**config.mk**
```make
export PLATFORM = sky130hd
export DESIGN_NAME = mm_seq
export DESIGN_NICKNAME = d
export VERILOG_FILES = /design/src/rtl/mm_seq.sv
export SDC_FILE = /design/constraint.sdc
export NUM_CORES = 1
export LEC_CHECK = 0
export BUFFER_PORTS_ARGS = -buffer_cell sky130_fd_sc_hd__buf_2
export CORE_MARGIN = 5
export CORE_UTILIZATION = 34
export CTS_CLUSTER_SIZE = 40
export DETAILED_ROUTE_END_ITERATION = 10
export PLACE_DENSITY = 0.61
export SETUP_SLACK_MARGIN = 0.3
export SLEW_MARGIN = 40
export SYNTH_ARGS = -nofsm -noshare
export SYNTH_HDL_FRONTEND = slang
export SYNTH_SLANG_ARGS = --single-unit
```
**constraint.sdc**
```tcl
create_clock -name Clk -period 2.74 [get_ports Clk]
set_input_delay 0.137 -clock Clk [delete_from_list [all_inputs] [get_ports Clk]]
set_output_delay 0.137 -clock Clk [all_outputs]
set_load 0.05 [all_outputs]
```
**src/rtl/mm_seq.sv**
```systemverilog
// rtl/mm_seq.sv - block-transfer sequencer between register file and data RAM
module mm_seq #(
    parameter int DW = 32,
    parameter int RW = 5,
    parameter int AW = 6
) (
    input  logic          Clk,
    input  logic          Reset,
    input  logic          start,
    input  logic          op,
    input  logic [RW-1:0] reg_base,
    input  logic [AW-1:0] mem_base,
    input  logic [5:0]    count,
    output logic          busy,
    output logic          done,
    output logic [RW-1:0] R_Addr_A,
    output logic [RW-1:0] W_Addr,
    output logic [DW-1:0] W_Data,
    output logic          Write_reg,
    output logic          wea,
    output logic [AW-1:0] addr,
    input  logic [DW-1:0] douta
);

    typedef enum logic [2:0] {
        S_IDLE,
        S_STORE,
        S_LOAD,
        S_DRAIN,
        S_FIN
    } state_t;

    state_t        r_state;
    logic [RW-1:0] r_rp;
    logic [AW-1:0] r_mp;
    logic [5:0]    r_rem;
    logic          r_vld1;
    logic [RW-1:0] r_wd_addr;
    logic          r_busy;
    logic          r_done;
    logic [RW-1:0] r_raddr;
    logic [RW-1:0] r_waddr;
    logic          r_wr;
    logic          r_wea;
    logic [AW-1:0] r_addr;

    // r_rem counts words still to issue after the one currently on the ports.
    always_ff @(posedge Clk) begin
        if (!Reset) begin
            r_state   <= S_IDLE;
            r_rp      <= '0;
            r_mp      <= '0;
            r_rem     <= '0;
            r_vld1    <= 1'b0;
            r_wd_addr <= '0;
            r_busy    <= 1'b0;
            r_done    <= 1'b0;
            r_raddr   <= '0;
            r_waddr   <= '0;
            r_wr      <= 1'b0;
            r_wea     <= 1'b0;
            r_addr    <= '0;
        end else begin
            r_done <= 1'b0;
            r_wea  <= 1'b0;
            r_wr   <= r_vld1;
            if (r_vld1) begin
                r_waddr <= r_wd_addr;
            end

            unique case (r_state)
                S_IDLE: begin
                    if (start) begin
                        if (count == 6'd0) begin
                            r_done  <= 1'b1;
                            r_state <= S_FIN;
                        end else begin
                            r_busy <= 1'b1;
                            r_addr <= mem_base;
                            r_rp   <= reg_base + RW'(1);
                            r_mp   <= mem_base + AW'(1);
                            r_rem  <= count - 6'd1;
                            if (!op) begin
                                r_raddr <= reg_base;
                                r_wea   <= 1'b1;
                                r_state <= S_STORE;
                            end else begin
                                r_vld1    <= 1'b1;
                                r_wd_addr <= reg_base;
                                r_state   <= S_LOAD;
                            end
                        end
                    end
                end
                S_STORE: begin
                    if (r_rem == 6'd0) begin
                        r_busy  <= 1'b0;
                        r_done  <= 1'b1;
                        r_state <= S_FIN;
                    end else begin
                        r_raddr <= r_rp;
                        r_addr  <= r_mp;
                        r_wea   <= 1'b1;
                        r_rp    <= r_rp + RW'(1);
                        r_mp    <= r_mp + AW'(1);
                        r_rem   <= r_rem - 6'd1;
                    end
                end
                S_LOAD: begin
                    if (r_rem == 6'd0) begin
                        r_vld1  <= 1'b0;
                        r_state <= S_DRAIN;
                    end else begin
                        r_addr    <= r_mp;
                        r_vld1    <= 1'b1;
                        r_wd_addr <= r_rp;
                        r_rp      <= r_rp + RW'(1);
                        r_mp      <= r_mp + AW'(1);
                        r_rem     <= r_rem - 6'd1;
                    end
                end
                S_DRAIN: begin
                    r_busy  <= 1'b0;
                    r_done  <= 1'b1;
                    r_state <= S_FIN;
                end
                S_FIN: begin
                    r_state <= S_IDLE;
                end
                default: begin
                    r_state <= S_IDLE;
                end
            endcase
        end
    end

    assign busy      = r_busy;
    assign done      = r_done;
    assign R_Addr_A  = r_raddr;
    assign W_Addr    = r_waddr;
    assign Write_reg = r_wr;
    assign wea       = r_wea;
    assign addr      = r_addr;
    // RAM read data is already a register output; forward it only in write cycles.
    assign W_Data    = r_wr ? douta : '0;

endmodule

```
# Word level (Yosys, flattened, before mapping)
# Index checks and enable logic that the tools add are counted.
# word_totals
word_cells	94
latchBits	0
romBits	0
register_bits	46
mem_bits_rw	0
memories	0
# op_classes
mux	49
n_addsub	6
order_cmp	0
n_eq_ne	12
bitwise	0
n_div	0
n_shift	0
reduce_logical	14
multipliers	0
# ops
operator	n
two-way mux 6 bit	9
two-way mux 5 bit	10
one-hot mux 6 bit (2 select lines)	3
two-way mux 32 bit	1
one-hot mux 5 bit (2 select lines)	3
!= test 2 bit, second input constant	9
two-way mux 1 bit	13
adder 6 x 1 -> 6 bit, second input constant	2
logical NOT 6 bit	2
two-way mux 3 bit	4
one-hot mux 3 bit (4 select lines)	1
AND reduction 4 bit	3
subtractor 6 x 1 -> 6 bit, second input constant	2
adder 5 x 1 -> 5 bit, second input constant	2
AND reduction 5 bit	2
equality test 3 x 2 -> 1 bit, second input constant	2
one-hot mux 1 bit (3 select lines)	2
nonzero test 2 bit	3
one-hot mux 1 bit (2 select lines)	2
equality test 3 x 1 -> 1 bit, second input constant	1
logical NOT 3 bit	1
AND reduction 3 bit	1
nonzero test 3 bit	1
two-way mux 2 bit	1
OR reduction 2 bit	1

# Longest topological paths before layout
# logic_depth
ltp_word	4
mapped_depth	12
depth_no_buf	10

# Least setup slack after synthesis
# No wires, ideal clock.
# synth_timing
kind	reg-to-reg
from	register r_state[2]
to	register r_rp[4]
stages_incl_launch_ff	13
synth_period_minus_slack_ns	2.447
arrival_ns	2.373
setup_time_ns	0.074
slack_ns	0.293
t_required_ns	2.666
path_cell_list	dfxtp_1 -> clkbuf_1 -> or2_2 -> clkbuf_1 -> clkbuf_1 -> nand2_1 -> nand2_1 -> ha_1 -> nand3_1 -> or3_1 -> nor2_1 -> o21ai_0 -> a31oi_1
# synth_via
elab_chain_cells	4
word_cells_on_any_way	10
# synth_lines
element	line	source
start, declared	33	state_t r_state;
start signal, assigned	50	r_state <= S_IDLE;
start signal, assigned	76	r_state <= S_FIN;
start signal, assigned	86	r_state <= S_STORE;
equality test 3 x 2 -> 1 bit or equality test 3 x 1 -> 1 bit (tied branches)	71	unique case (r_state)
OR reduction 2 bit (no line)	--	
!= test 2 bit (no line) or nonzero test 2 bit (tied branches)	--	
AND reduction 4 bit (no line)	--	
end signal, assigned	80	r_rp <= reg_base + RW'(1);
end signal, assigned	104	r_rp <= r_rp + RW'(1);
end signal, assigned	117	r_rp <= r_rp + RW'(1);
end, declared	34	logic [RW-1:0] r_rp;
# Several ways; a longest one is shown, not always the timed one.
# A chain may end at the register's enable or synchronous reset.

# Final worst setup path
# layout_timing
from	register r_state[1]
to	register r_mp[4]
# layout_via
elab_chain_cells	4
word_cells_on_any_way	10
# layout_lines
element	line	source
equality test 3 x 2 -> 1 bit or equality test 3 x 1 -> 1 bit (tied branches)	71	
OR reduction 2 bit (no line)	--	
!= test 2 bit (no line) or nonzero test 2 bit (tied branches)	--	
AND reduction 4 bit (no line)	--	
end signal, assigned	81	r_mp <= mem_base + AW'(1);
end signal, assigned	105	r_mp <= r_mp + AW'(1);
end signal, assigned	118	r_mp <= r_mp + AW'(1);
end, declared	35	logic [AW-1:0] r_mp;
# Several ways; a longest one is shown, not always the timed one.

==> impl_results.md <==
* Total routed wirelength at 8.19 mm
* Setup TNS at 0 ns
* DR WL/cell at 15.3 um
* Flops & latches, synth at between 40 and 50
* Synth Cell Area at 0.00274 mm2
* Worst path bufs/invs at 0
* Async S/R FF share, synth at 0%
* DRC violation count after routing at 0
* Top post-synthesis cells by area: dfxtp_1 34%, and2_1 8.4%, mux2i_1 6.9%
* Initial antenna violation count at 0
* Vias at roughly 2700
* Die height at 99.8 um
* Setup Skew at around 0.0054 ns
* Max Freq at about 0.43 GHz
* Slowest cell delay on critical path at between 0.3 and 0.4 ns
* Root Driver: clkbuf_8
* Worst-Skew Late Latency at 0.30 ns
* Final hold violation count at 0
* Post-synth EDFFs at 0
* GR Util All Layers at 16.6%
* Core ar. at around 0.0078 mm2
* Slew Limit Fails at 0
* Clock buffer depth at 2
* Cell breakdown of the critical path: xnor2_4 > or2_4 > mux2_2 > ha_2 > nand3_1 > or3_1 > o21ai_0 > a21boi_0 > o31a_1
* Critical-path maximum fanout at 10
* Least-Margin Pin Slew at 0.744 ns
* Final non-filler cell total at 534
* Area growth syn-to-layout at 26.1%
* Clock sink total at 46
* Worst vdd ir at 0.447 mV
* Initial Utilization at 35.1%
* Top FF cell, synth: dfxtp_1
* Vias in the first global route at between 2000 and 3000
* Tmin final at 2.31 ns
* Post-synth top area cell: dfxtp_1
* Synthesized area per cell at 8.29 um2
* Final worst slack at 0.432 ns
* PD cells at between 700 and 800 mW/mm2
* 1st-iter DRT viols at 107
* Syn_nets at between 300 and 400
* Max_cap viols at 0
* First-pass GRT wire length at approximately 13 mm
* CP arrival at approximately 2.5 ns
* DRT antenna net count at 0
* CP startpoint kind: flip-flop
* Inst Count DP at 526
* Post-synth top area share at about a third
* Final setup viols at 0
* Setup Crit Path Kind: reg -> reg
* CP max stage cell: dfxtp_2
* Vias per inst at 5.15
* # rows at 32
* Crit. End Element: flip-flop
* FF+latch area at about 920 um2
* Filler cell count at slightly below 800
* Critical Path RT at 2.94 ns
* Area of the multi-input gates at between 0.0015 and 0.002 mm2
* Fraction of layout cells with a size suffix above 1 at 33.1%
* Count of cell types in the netlist at 54
* Reg clk slew, reported paths at 0.09 ns
* Buffers on Ports at between 100 and 150
* Post-CTS setup buffer count at 0
* CTS H-tree lvls at 2
* Drt pass-1 iters at 4
* Sequential share of the synthesized area at between 30 and 40%
* Die area at 0.00997 mm2
* DP Worst Slack at slightly below 0.3 ns
* GR Overflow Total at 0
* Synth Instances at 331
* Largest net degree at the start of global routing at 34
* CTS Buf Count at 5
* Final Cycle Share at 84.2%
* Min-Delay Path Class: in -> reg
* Outcome: completed
* Largest delay contributor family on the critical path: simple AND/OR/NAND/NOR gates
* Yosys Warn Count at 0
* Fin nets at 487
* Routability Congestion at 0.798
* Post-DP HPWL at 6.28 mm
* ANT cells at 0
* TritonCTS clock tree: yes
* P_leak at 0.00153 uW
* Chip width at 99.8 um
* Headroom to the max-slew limit at 50.3%
* Ports at 105
* RSZ-0062 raised after global routing: true
cell usage in the layout (no fill, tap or decap), types with 2 or more instances in the layout:
master / count
o21ai_1: 3
a211oi_2: 3
a21oi_1: 13
or4_1: 2
nor3_1: 8
a311oi_1: 3
o211a_1: 3
nor4_1: 3
o21ai_0: 17
nor2_1: 36
mux2_2: 3
clkbuf_8: 6
or3_1: 6
nand2_1: 25
buf_4: 11
dfxtp_2: 2
buf_2: 104
inv_1: 6
nand3b_1: 2
nor2b_1: 3
nand3_1: 12
mux2i_1: 19
dfxtp_1: 44
ha_1: 2
o211ai_1: 2
o32ai_1: 3
nand2b_1: 3
a211oi_1: 11
and2_1: 37
a31oi_1: 8
nor3b_4: 2
o2111ai_1: 5
synthesized netlist by cell type, drive strengths merged (3+ instances only):
cell type / instances
nand2: 26
or3: 6
nor3b: 3
inv: 6
a21oi: 13
ha: 3
nand2b: 3
o32ai: 3
a211oi: 14
o2111ai: 5
dfxtp: 46
o211a: 3
o211ai: 3
buf: 10
clkbuf: 12
nor2b: 3
nand3: 12
mux2: 3
a31oi: 8
nor2: 36
nor4: 3
and2: 38
nor3: 9
a311oi: 3
mux2i: 19
o21ai: 20
area by class of cell:
cell class | instances | area share, %
clock buffers | 7 | 2.49
inverters | 6 | 0.651
repair buffers | 115 | 17.4
flip-flops and latches | 46 | 26.7
multi-input cells | 257 | 48.8
well taps | 102 | 3.69
clock inverters | 1 | 0.253
routing by layer:
metal	track usage, %	routed length, um	vias to the layer above
met5	0	0	-
met4	4.41	38	0
met3	4.10	796	4
met2	28.5	4030	114
met1	20.6	3320	1230
li1	-	-	1400
power by group:
group          internal (uW)  leakage (uW)  switching [uW]
Sequential               818      0.000379             126
Combinational            464       0.00110             911
Clock                    209     0.0000489             232
logic make-up after synthesis:
logic type,count (synthesis),share of synthesized area [%]
and+or+nand+nor,147,28.4
AOI/OAI and AO/OA,83,22.0
DFF,46,33.6
buffers and inverters,28,5.56
muxes,22,8.16
adders and majority gates,3,1.37
xor gates and xnor gates,2,0.912
worst min-delay path, delay by kind of cell:
kind                   cells  cell delay, ns
and+or+nand+nor            1            0.06
AOI/OAI and AO/OA          1            0.06
buffers and inverters      1            0.11
worst paths after layout:
path / from / slack (ns) / end / cells past startpoint
hold / removal: count[5] / 0.10 / r_rem[5] / 3
hold reg to reg: addr[1] / 0.46 / addr[1] / 2
setup / recovery: r_state[1] / 0.43 / r_mp[4] / 9
setup reg to reg: r_state[1] / 0.43 / r_mp[4] / 9
per-stage QoR:
step | instance area, um2 | utilization (%) | hold slack (ns) | power [uW]
floorplan | 2750 | - | 0.259 | 2030
global placement | 3340 | 42.8 | 0.412 | 2300
detailed placement | 3340 | 42.8 | 0.429 | 2320
CTS | 3440 | 44.1 | 0.0973 | 2780
global route | 3460 | 44.3 | 0.0965 | 2980
finish | 3460 | 44.3 | 0.101 | 2760
timing repair:
action,in CTS,in global routing
setup endpoints to repair,1,9
resized for setup,1,5
cloned,0,0
hold buffers,0,0
No activity file was read; power rests on OpenSTA's default activity.
